## src/rtl/cpu_pkg.sv

```systemverilog
// cpu_pkg: widths, opcodes and fetch-state encoding shared by the CPU pipeline stages.
package cpu_pkg;
    localparam int ADDR_W   = 8;
    localparam int INSTR_W  = 8;
    localparam int OPCODE_W = 4;
    localparam logic [OPCODE_W-1:0] OPC_HALT = 4'hF;

    typedef enum logic {FETCH_RUN, FETCH_HALTED} fetch_state_e;

    function automatic logic [OPCODE_W-1:0] opcode_of(input logic [INSTR_W-1:0] instr);
        return instr[INSTR_W-1 -: OPCODE_W];
    endfunction
endpackage

```

## src/rtl/fetch_fifo.sv

```systemverilog
// fetch_fifo: 2-entry {pc, instr} buffer between fetch and decode; flush beats push.
module fetch_fifo #(
    parameter int W = 16
) (
    input  logic         clk,
    input  logic         reset,
    input  logic         push_i,
    input  logic         pop_i,
    input  logic         flush_i,
    input  logic [W-1:0] data_i,
    output logic [1:0]   count_o,
    output logic [W-1:0] head_o
);
    logic [W-1:0] mem_q [2];
    logic         wr_q, rd_q;
    logic [1:0]   count_q;

    assign count_o = count_q;
    assign head_o  = mem_q[rd_q];

    always_ff @(posedge clk) begin
        if (reset || flush_i) begin
            wr_q    <= 1'b0;
            rd_q    <= 1'b0;
            count_q <= 2'd0;
        end else begin
            if (push_i) begin
                mem_q[wr_q] <= data_i;
                wr_q        <= ~wr_q;
            end
            if (pop_i)
                rd_q <= ~rd_q;
            count_q <= count_q + 2'(push_i) - 2'(pop_i);
        end
    end
endmodule

```

## src/rtl/fetch_stage.sv

```systemverilog
// fetch_stage: owns the PC, reads a 1-cycle synchronous instruction memory and
// hands {instr, pc} to decode; supports redirect and stops issuing after HALT.
module fetch_stage #(
    parameter int                ADDR_W   = cpu_pkg::ADDR_W,
    parameter int                INSTR_W  = cpu_pkg::INSTR_W,
    parameter logic [ADDR_W-1:0] RESET_PC = '0
) (
    input  logic               clk,
    input  logic               reset,
    output logic               imem_en,
    output logic [ADDR_W-1:0]  imem_addr,
    input  logic [INSTR_W-1:0] imem_rdata,
    input  logic               redirect_valid,
    input  logic [ADDR_W-1:0]  redirect_pc,
    output logic               out_valid,
    input  logic               out_ready,
    output logic [INSTR_W-1:0] out_instr,
    output logic [ADDR_W-1:0]  out_pc,
    output logic               halted
);
    import cpu_pkg::*;

    fetch_state_e              state_q;
    logic [ADDR_W-1:0]         pc_q, inflight_pc_q;
    logic                      inflight_q, pop, live_resp, halt_returning;
    logic [1:0]                count, occ_after_pop;
    logic [ADDR_W+INSTR_W-1:0] head;

    // A response survives only if nothing flushed or halted the stage since its issue.
    assign pop            = out_valid & out_ready;
    assign live_resp      = inflight_q & ~redirect_valid & (state_q == FETCH_RUN);
    assign halt_returning = live_resp & (imem_rdata[INSTR_W-1 -: OPCODE_W] == OPC_HALT);
    assign occ_after_pop  = count + {1'b0, inflight_q} - {1'b0, pop};
    assign imem_en        = ~reset & (state_q == FETCH_RUN) & ~redirect_valid
                          & ~halt_returning & (occ_after_pop < 2'd2);
    assign imem_addr      = pc_q;
    assign out_valid      = count != 2'd0;
    assign {out_pc, out_instr} = head;
    assign halted         = state_q == FETCH_HALTED;

    fetch_fifo #(.W(ADDR_W + INSTR_W)) u_fifo (
        .clk     (clk),
        .reset   (reset),
        .push_i  (live_resp),
        .pop_i   (pop),
        .flush_i (redirect_valid),
        .data_i  ({inflight_pc_q, imem_rdata}),
        .count_o (count),
        .head_o  (head)
    );

    always_ff @(posedge clk) begin
        if (reset) begin
            state_q       <= FETCH_RUN;
            pc_q          <= RESET_PC;
            inflight_q    <= 1'b0;
            inflight_pc_q <= RESET_PC;
        end else if (redirect_valid) begin
            state_q    <= FETCH_RUN;
            pc_q       <= redirect_pc;
            inflight_q <= 1'b0;
        end else begin
            inflight_q <= imem_en;
            if (imem_en) begin
                inflight_pc_q <= pc_q;
                pc_q          <= pc_q + ADDR_W'(1);
            end
            // Resume point after a later redirect-free restart is the word after HALT.
            if (halt_returning) begin
                state_q <= FETCH_HALTED;
                pc_q    <= inflight_pc_q + ADDR_W'(1);
            end
        end
    end
endmodule
```

## config.mk

```make
export PLATFORM = sky130hd
export DESIGN_NAME = fetch_stage
export DESIGN_NICKNAME = d
export VERILOG_FILES = /design/src/rtl/cpu_pkg.sv /design/src/rtl/fetch_fifo.sv /design/src/rtl/fetch_stage.sv
export SDC_FILE = /design/constraint.sdc
export NUM_CORES = 1
export LEC_CHECK = 0
export ABC_AREA = 1
export CORE_UTILIZATION = 41
export CTS_CLUSTER_DIAMETER = 200
export DETAILED_ROUTE_END_ITERATION = 8
export MAX_ROUTING_LAYER = met4
export PLACE_DENSITY = 0.64
export SYNTH_ARGS = -nofsm -noshare
export SYNTH_HDL_FRONTEND = slang
export SYNTH_SLANG_ARGS = --single-unit
```

## constraint.sdc

```tcl
create_clock -name clk -period 2.7 [get_ports clk]
set_input_delay 0.81 -clock clk [delete_from_list [all_inputs] [get_ports clk]]
set_output_delay 0.81 -clock clk [all_outputs]
set_load 0.03 [all_outputs]
```

Word-level counts from Yosys, hierarchy flattened --
Memories as Yosys holds them, arrays and structs flattened. A register that Yosys moved wholly into a read port is not among the register bits. Index checks and enable logic that the tools add are counted.
Word-level totals: bits in latches 0, memories kept 1, output and inout bits 27, ROM bits 0, register bits after elaboration 22, memory bits (writable) 32, bits of input ports 20
Operators by class: bitwise gates (word level) 14, $add $sub $neg 6, reductions and logical operators 5, multipliers 0, eq/ne operators 1, order comparisons 1, div/mod/pow operators 0, mux-type cells 8, shifts and indexed selects 0
Memory list:
- u_fifo.mem_q | words 2, bits a word 16, read ports 1, clocked after memory_dff 1, wr ports 1, line fetch_fifo.sv:14 | logic [W-1:0] mem_q [2];
Operators with widths (count):
- 8-bit two-way mux | 3
- 8-bit by 1-bit adder with 8-bit output (second input constant) | 2
- 1-bit AND | 8
- 1-bit NOT | 6
- 1-bit two-way mux | 5
- 2-bit by 1-bit adder with 2-bit output | 2
- 4-bit equality test (second input constant) | 1
- 2-bit by 1-bit subtractor with 2-bit output | 2
- 3-bit nonzero test | 1
- 2-bit less-than comparator (second input constant) | 1
- 2-bit AND reduction | 1
- 2-bit nonzero test | 1
- 2-bit OR reduction | 1
- 1-bit logical OR | 1

Depth between registers and ports, before layout --
depth in word-level cells 10, gate-level depth with buffers 15, gate-level depth less buffers 14

Modules after synthesis --
A second synthesis with hierarchy kept.
Unflattened totals: cell total of the unflattened synthesis 244, area total of the unflattened synthesis 2563.7 sq um
By module, submodules not included:
- fetch_fifo | instances 1, seq. area each 1061.0 sq um, cells an instance 81, area an instance 1435.1 sq um
- fetch_stage | instances 1, seq. area each 360.3 sq um, cells an instance 163, area an instance 1128.6 sq um

Worst setup path before layout --
Ideal clock, no wire load.
path type in2reg, start point input redirect_valid, end point memory u_fifo.mem_q[0][0] (enable), required time 2.291 ns, setup time 0.409 ns, setup slack -0.026 ns, stages on the path 5, arrival time 2.317 ns, buffers on the path 0, cells stage by stage inv_2 nand2_4 nor2_8 inv_1 nor3_1
On the way: cells in the longest elaborated chain, start to end 6
RTL lines:
- from (decl) | line fetch_stage.sv:13 | input logic redirect_valid,
- 1-bit NOT (no source line)
- 1-bit AND (2 in series) | line fetch_stage.sv:31 | assign live_resp = inflight_q & ~redirect_valid & (state_q == FETCH_RUN);
- named net live_resp | line fetch_stage.sv:25 | logic inflight_q, pop, live_resp, halt_returning;
- 1-bit two-way mux | line fetch_fifo.sv:27 | if (push_i) begin
- 1-bit two-way mux | line fetch_fifo.sv:22 | if (reset || flush_i) begin
- 1-bit two-way mux (implied by the code) | line fetch_fifo.sv:28 | mem_q[wr_q] <= data_i;
- to (decl) | line fetch_fifo.sv:14
The timed path passes the listed nets, and every way through them passes these cells.

==> flow_metrics.py <==
metrics = {
    "cts": {
        "clk_path_buf_depth": 2,
        "cts_tree": "built",
        "clock_latency_ps": 310,
        "clk_pin_slew_ps": 100,
        "hold_buffers": 0,
        "h-tree-depth": 2,
        "cts_buffers": 5,
        "clockRootBuffer": "clkbuf_8",
        "clkSinkCount": 55,
    },
    "global_routing": {
        "grt_max_degree": 19,
        "grt_remaining_overflow": 0,
        "antenna_found_initial": 0,
        "grt_pass1_wl_microns": 8300,
        "grtUsageTotal": 0.175,
        "grt_pass1_vias": 1856,
    },
    "die": {
        "core-area_sq_um": 5640,
        "start_util": 0.436,
        "die_area_sq_um": 6310,
        "num_rows": 27,
        "io_pins": 47,
        "fp.dieH_microns": 79.4,
        "die_w_microns": 79.4,
    },
    "routing": {
        "postRouteAntennaNets": 0,
        "drc": 0,
        "firstDrtPassIters": 4,
        "drt_iter0_drc": 67,
        "wl_per_cell_microns": 12.8,
        "drt_wl_total_microns": 4950,
        "viasPerCell": 4.83,
        "num_vias": 1866,
    },
    "sta": {
        "timing.final.crit_share": 0.971,
        "fmax_mhz": 381,
        "relSlewSlack": 0.786,
        "finalCriticalPeriod_ps": 2620,
        "setup_violations": 0,
        "rsz0062_at_grt": "false",
        "fin_hold_ws_ps": 458,
        "maxSlewViolCount": 0,
        "worst_pin_slew_ps": 320,
        "hold_violations": 0,
        "skew_ps": 4.95,
        "fin_tns_setup_ps": 0,
    },
    "layout": {
        "area_growth_syn_to_layout_pct": 36.9,
        "final_core_util": 0.596,
        "drive_gt1_frac": 0.296,
        "antenna_cells": 0,
        "layout_commonest_cell": "clkdlybuf4s50_1",
        "final_cell_mix": "38 x clkdlybuf4s50_1, 33 x nand2_1, 32 x edfxtp_1",
        "final_net_count": 336,
        "final_area_sq_um": 3360,
    },
    "worst_setup_path": {
        "end_kind": "output pin",
        "cp_data_arrival_time_ps": 1810,
        "required_ps": 1890,
        "crit_buf_inv": 2,
        "worst-path-max-fanout": 16,
        "cp-start-kind": "flip-flop",
        "max_stage_delay_ps": 600,
        "worstSetupPathType": "reg -> out",
        "path_cells": "buf_4, mux2_2, clkdlybuf4s50_1",
        "critPathTopFamily": "buffers and inverters",
        "cp_slowest_cell": "clkdlybuf4s50_1",
    },
    "power": {
        "switchingPower_mw": 0.438,
        "finalPower_mw": 1.75,
        "p_leak_nw": 1.33,
        "p_clk_frac": 0.319,
        "p_seq_frac": 0.536,
        "p_per_area_nw_per_um2": 521,
        "irDropWorstVdd_uv": 288,
        "p_int_mw": 1.31,
        "switching_share": 0.250,
        "combPwrFrac": 0.145,
    },
    "logic_synthesis": {
        "synth_seq_area_share": 0.578,
        "synth_seq_cells": 55,
        "synth-warning-count": 0,
        "syn_avg_cell_area_sq_um": 10.2,
        "ys_async_sr_fraction": 0,
        "synth_area_sq_um": 2460,
        "syn_inst": 241,
        "synth.distinct_cells": 28,
        "syn_nets": 264,
        "synth_edf_count": 32,
        "synth_ff_type": "edfxtp_1",
    },
    "placement": {
        "dp_hpwl_microns": 3480,
        "portBuffers": 46,
        "place_area_sq_um": 3190,
        "finalWeightedCongestion": 0.850,
    },
    "outcome": {
        "status": "finished, final reports clean",
    },
    "hold_path": {
        "hp-class": "reg -> reg",
    },
    "job": {
        "maxCapViolCount": 0,
    },
}
-- what timing repair did --
action / CTS / global route
gates resized for setup: 21 / 5
pin swaps: 8 / 2
setup buffers: 3 / 0
setup endpoints to repair: 1 / 1
-- sequential cells by signal, indices dropped and copies added (netlist names), named ones only --
register	flops
halted	1
imem_addr	8
inflight_pc_q	8
inflight_q	1
u_fifo.count_o	2
u_fifo.mem_q	32
u_fifo.rd_q	1
u_fifo.wr_q	1
-- routing by layer --
metal | global-route usage | wire length (microns)
met1 | 0.212 | 2240
met2 | 0.291 | 2390
met3 | 0.0411 | 247
met4 | 0.0545 | 72
met5 | - | 0
-- logic make-up (layout without fill, tap and decap cells) --
kind of cell               Yosys count  count (layout)  synth area share
adders and majority gates            3               3            0.0153
DFF                                 55              55             0.578
AOI/OAI and AO/OA                   30              30            0.0636
muxes                               16              16            0.0733
xor gates and xnor gates             3               3            0.0107
buffers and inverters               32             105            0.0550
and+or+nand+nor                    102             102             0.204
-- per-stage QoR --
step,setup slack [ps],instances
floorplan,-25.8,241
global route,0.201,386
global placement,-417,375
CTS,11.6,386
finish,77.2,386
detailed placement,-422,375
-- power groups by stage --
stage                     sequential (mW)  combinational [mW]  clock (mW)
after detailed placement            0.958               0.249           0
after global placement              0.957               0.247           0
after global routing                0.943               0.281       0.612
final                               0.939               0.255       0.558
after CTS                           0.939               0.256       0.565
after floorplan                     0.970               0.118           0
-- cells in the mapped netlist, types with 8 or more instances --
cell | n | area share
a21oi_1 | 8 | 0.016
nand3_1 | 18 | 0.037
mux2_2 | 16 | 0.073
o21ai_0 | 19 | 0.039
nand2_2 | 13 | 0.033
nand2_1 | 36 | 0.055
edfxtp_1 | 32 | 0.39
nor2_1 | 22 | 0.034
inv_1 | 20 | 0.031
dfxtp_1 | 23 | 0.19
-- cell type report --
type / instances / area [sq um]
Clock buffer: 5 / 68.8
Fill cell: 490 / 2280
Timing Repair Buffer: 73 / 686
Tap cell: 72 / 90.1
Multi-Input combinational cell: 154 / 955
Clock inverter: 3 / 46.3
Inverter: 24 / 95.1
Sequential cell: 55 / 1420
-- final timing paths --
kind                      from           end  slack [ps]  cells past startpoint
max                  flip-flop  out_instr[7]          80                      3
min reg2reg        u_fifo.rd_q   u_fifo.rd_q         460                      1
max reg2reg  u_fifo.count_o[1]  imem_addr[5]         630                     15
min                u_fifo.rd_q   u_fifo.rd_q         460                      1
Note: power is estimated with default switching activity, not from simulation.
